File: src/rtl/zkbdmus_spiload.sv
// Serial-slave front end: receives keyboard/mouse/joystick reports over a 3-wire
// SPI-style link and presents them as parallel data with single-cycle strobes.
module zkbdmus_spiload (
    input  logic        fclk,
    input  logic        rst,
    input  logic        spics_n,
    input  logic        spick,
    input  logic        spido,
    output logic [39:0] kbd_out,
    output logic        kbd_stb,
    output logic [7:0]  mus_out,
    output logic        mus_xstb,
    output logic        mus_ystb,
    output logic        mus_btnstb,
    output logic        kj_stb
);

    typedef enum logic [2:0] {
        WAITCS = 3'd0,
        IDLE   = 3'd1,
        CMD    = 3'd2,
        DATA   = 3'd3,
        SKIP   = 3'd4
    } state_t;

    state_t state;

    // [0],[1] form the synchroniser; [2] is the delayed copy for edge detection.
    logic [2:0] cs_sr;
    logic [2:0] ck_sr;
    logic [1:0] do_sr;

    logic       cs_high;
    logic       cs_rise;
    logic       cs_fall;
    logic       ck_rise;
    logic       do_s;

    logic [6:0]  shift_reg;
    logic [2:0]  bit_cnt;
    logic [2:0]  byte_idx;
    logic        is_kbd;
    logic [1:0]  mus_sel;
    logic [31:0] kbd_acc;
    logic [7:0]  new_byte;
    logic        byte_done;

    assign cs_high   = cs_sr[1];
    assign cs_rise   = cs_sr[1] & ~cs_sr[2];
    assign cs_fall   = ~cs_sr[1] & cs_sr[2];
    assign ck_rise   = ck_sr[1] & ~ck_sr[2];
    assign do_s      = do_sr[1];
    assign new_byte  = {shift_reg, do_s};
    assign byte_done = ck_rise && (bit_cnt == 3'd7);

    // Chains reset low so a CS line held low through reset never looks like a fresh fall.
    always_ff @(posedge fclk) begin
        if (rst) begin
            cs_sr <= 3'b000;
            ck_sr <= 3'b000;
            do_sr <= 2'b00;
        end else begin
            cs_sr <= {cs_sr[1:0], spics_n};
            ck_sr <= {ck_sr[1:0], spick};
            do_sr <= {do_sr[0], spido};
        end
    end

    always_ff @(posedge fclk) begin
        if (rst) begin
            state      <= WAITCS;
            shift_reg  <= 7'd0;
            bit_cnt    <= 3'd0;
            byte_idx   <= 3'd0;
            is_kbd     <= 1'b0;
            mus_sel    <= 2'd0;
            kbd_acc    <= 32'd0;
            kbd_out    <= 40'd0;
            mus_out    <= 8'd0;
            kbd_stb    <= 1'b0;
            mus_xstb   <= 1'b0;
            mus_ystb   <= 1'b0;
            mus_btnstb <= 1'b0;
            kj_stb     <= 1'b0;
        end else begin
            kbd_stb    <= 1'b0;
            mus_xstb   <= 1'b0;
            mus_ystb   <= 1'b0;
            mus_btnstb <= 1'b0;
            kj_stb     <= 1'b0;

            case (state)
                WAITCS: begin
                    bit_cnt  <= 3'd0;
                    byte_idx <= 3'd0;
                    if (cs_high) state <= IDLE;
                end
                IDLE: begin
                    bit_cnt  <= 3'd0;
                    byte_idx <= 3'd0;
                    if (cs_fall) state <= CMD;
                end
                default: begin
                    // CS rise wins over a coincident final bit: the byte is dropped.
                    if (cs_rise) begin
                        state    <= IDLE;
                        bit_cnt  <= 3'd0;
                        byte_idx <= 3'd0;
                    end else if (ck_rise) begin
                        shift_reg <= new_byte[6:0];
                        bit_cnt   <= bit_cnt + 3'd1;
                        if (byte_done) begin
                            case (state)
                                CMD: begin
                                    byte_idx <= 3'd0;
                                    mus_sel  <= new_byte[1:0];
                                    if (new_byte == 8'h10) begin
                                        is_kbd <= 1'b1;
                                        state  <= DATA;
                                    end else if (new_byte[7:2] == 6'b001000) begin
                                        is_kbd <= 1'b0;
                                        state  <= DATA;
                                    end else begin
                                        state  <= SKIP;
                                    end
                                end
                                DATA: begin
                                    if (is_kbd) begin
                                        kbd_acc <= {kbd_acc[23:0], new_byte};
                                        if (byte_idx == 3'd4) begin
                                            kbd_out <= {kbd_acc, new_byte};
                                            kbd_stb <= 1'b1;
                                            state   <= SKIP;
                                        end else begin
                                            byte_idx <= byte_idx + 3'd1;
                                        end
                                    end else begin
                                        mus_out <= new_byte;
                                        case (mus_sel)
                                            2'd0:    mus_xstb   <= 1'b1;
                                            2'd1:    mus_ystb   <= 1'b1;
                                            2'd2:    mus_btnstb <= 1'b1;
                                            default: kj_stb     <= 1'b1;
                                        endcase
                                        state <= SKIP;
                                    end
                                end
                                default: state <= SKIP;
                            endcase
                        end
                    end
                end
            endcase
        end
    end

endmodule
File: config.mk
export PLATFORM = sky130hd
export DESIGN_NAME = zkbdmus_spiload
export DESIGN_NICKNAME = d
export VERILOG_FILES = /design/src/rtl/zkbdmus_spiload.sv
export SDC_FILE = /design/constraint.sdc
export NUM_CORES = 1
export LEC_CHECK = 0
export ABC_CLOCK_PERIOD_IN_PS = 4200
export CAP_MARGIN = 10
export CORE_ASPECT_RATIO = 0.75
export CORE_MARGIN = 2
export CORE_UTILIZATION = 59
export CTS_CLUSTER_SIZE = 25
export DETAILED_ROUTE_END_ITERATION = 7
export PLACE_DENSITY = 0.88
export SLEW_MARGIN = 10
export SYNTH_ARGS = -nofsm -noshare
export SYNTH_HDL_FRONTEND = slang
export SYNTH_SLANG_ARGS = --single-unit
File: constraint.sdc
create_clock -name fclk -period 4.2 [get_ports fclk]
set_clock_uncertainty 0.1 [all_clocks]
set_input_delay 0.42 -clock fclk [delete_from_list [all_inputs] [get_ports fclk]]
set_output_delay 0.42 -clock fclk [all_outputs]
set_load 0.1 [all_outputs]
==> flow_metrics.tcl <==
set metrics [dict create \
    status "finished clean" \
    yosys.area.top_type_share 0.493 \
    timing.final.crit_period_ps 2780 \
    layout_common_cells "112 x dfxtp_1, 84 x nand2b_1, 65 x nand2_1" \
    synth_edf_count 0 \
    endpoint_kind "register" \
    grt_usage 0.226 \
    syn_inst 482 \
    ys_warn_count 0 \
    rsz0062_at_grt "false" \
    clk_latency_ps 370 \
    antenna_found_initial 0 \
    worst-path-max-fanout 26 \
    ys_seq_elements 112 \
    relSlewSlack 0.247 \
    crit_type "register to register" \
    fmaxAchievable_mhz 359 \
    tightest_slew_ps 1130 \
    core_area_sq_um 7400 \
    synth_cell_type_count 44 \
    die_width_microns 105 \
    synth_ff_type "dfxtp_1" \
    clk_path_buf_depth 2 \
    hpwlAfterDp_mm 6.07 \
    wl_per_cell_microns 14.7 \
    nNetsFinal 529 \
    syn_area_sq_um 4550 \
    io_pins 58 \
    synth_area_per_cell_sq_um 9.44 \
    maxCapViolCount 0 \
    worstHoldPathType "register to register" \
    h-tree-depth 3 \
    layout-drive-gt1-share 0.0590 \
    clk_pin_slew_worst_paths_ps 110 \
    leakage_nw 1.68 \
    critPathLaunchType "register" \
    wirelength_mm 9.19 \
    tritoncts "yes" \
    largest_reg_flops 40 \
    grt_pass1_vias 3161 \
    drt_iter0_markers 189 \
    nFillCells 554 \
    reg.largest.list "kbd_out (40), kbd_acc (32), mus_out (8)" \
    grt_max_degree 150 \
    cts-root-buf "clkbuf_8" \
    postCtsHoldBufs 0 \
    grt_remaining_overflow 0 \
    viasPerCell 5.37 \
    crit_required_ps 4400 \
    drc 0 \
    post_cts_resize_count 0 \
    portBuffers 57 \
    yosys.area.top_type "dfxtp_1" \
    p_total_mw 1.77 \
    die-area_sq_um 8440 \
    post_cts_buffers 0 \
    antenna_cells 0 \
    critPathArrivalTime_ps 2980 \
    setup_tns_ps 0 \
    numCtsBuffers 9 \
    syn_to_final_growth_pct 16.3 \
    synth-async-reset-ratio 0 \
    fin_crit_sh 0.662 \
    synth_nets 491 \
    synthTopCellsByArea "dfxtp_1 49%, mux2i_1 13%, nand2b_1 12%" \
    die_h_microns 80.0 \
    top_register "kbd_out" \
    place_congestion 0.861 \
    firstDrtPassIters 7 \
    synth-seq-area-share 0.493 \
    cts_sinks 112 \
    hold_viol 0 \
    drt.antenna.violating_nets 0 \
    setup_viol_count_final 0 \
    max-vdd-ir-drop_uv 305 \
    p_per_area_nw_per_um2 335 \
    initial_core_util 0.615 \
    slew_viol_final 0 \
    row_count 27 \
    routed-via-count 3363 \
    final_common_cell "dfxtp_1" \
    grt_pass1_wl_mm 15.0 \
]
[power breakdown]
group          leakage, nW  internal [mW]  total [mW]  switching, mW
registers            0.903           1.07        1.09         0.0166
logic                0.693         0.0422       0.106         0.0636
clock network       0.0870          0.220       0.576          0.357
total                 1.68           1.33        1.77          0.437
[final timing paths]
path	startpoint	to	slack, ps	cells past startpoint
max	bit_cnt[0]$_SDFFE_PP0N_	kbd_out[20]$_SDFFE_PP0P_	1420	7
min reg2reg	do_sr[0]$_SDFF_PP0_	do_sr[1]$_SDFF_PP0_	350	1
min	do_sr[0]$_SDFF_PP0_	do_sr[1]$_SDFF_PP0_	350	1
max reg2reg	bit_cnt[0]$_SDFFE_PP0N_	kbd_out[20]$_SDFFE_PP0P_	1420	7
[layer usage]
layer | wire length, microns | global-route usage
met2 | 4260 | 0.372
met3 | 612 | 0.0531
met1 | 4230 | 0.294
met5 | 0 | 0
met4 | 91 | 0.0760
[kinds of logic (layout without fill, tap and decap cells)]
group,after synthesis,count (layout),share of synthesized area
adders and majority gates,4,4,0.0110
buffers and inverters,38,81,0.0388
muxes,61,61,0.134
and+or+nand+nor,218,218,0.257
xor gates and xnor gates,1,1,0.00193
DFF,112,112,0.493
AOI/OAI and AO/OA,48,48,0.0644
[per-stage QoR]
step,hold WS (ps),instances,utilization,setup WS (ps),cell area (sq um)
after global routing,371,626,0.715,1310,5290
final,347,626,0.715,1420,5290
after CTS,355,626,0.715,1440,5290
after floorplan,314,482,-,2090,4550
after global placement,323,610,0.692,1630,5120
after detailed placement,330,610,0.692,1480,5120
[critical path, cell delays in order (launching register included)]
cell and delay, ps:
dfxtp_1 370, ha_1 160, ha_1 160, and3b_1 280
and4_1 240, and3_2 740, buf_4 390, mux2i_1 250
[final cells by class]
class / count / area [sq um] / share of cell area
clock inverters: 6 / 43.8 / 0.00828
well taps: 101 / 126 / 0.0239
multi-input cells: 332 / 2140 / 0.404
repair buffers: 61 / 598 / 0.113
flip-flops and latches: 112 / 2240 / 0.424
inverters: 4 / 15.0 / 0.00284
clock buffers: 10 / 128 / 0.0241
[synth_stat cells (4+ instances only)]
cell type / n
a21oi_1: 35
clkbuf_1: 25
dfxtp_1: 112
ha_1: 4
inv_1: 4
mux2i_1: 60
nand2_1: 65
nand2b_1: 84
nand3_1: 4
nand3b_1: 4
nor2_1: 26
nor2b_1: 10
(Power assumes the default switching activity.)
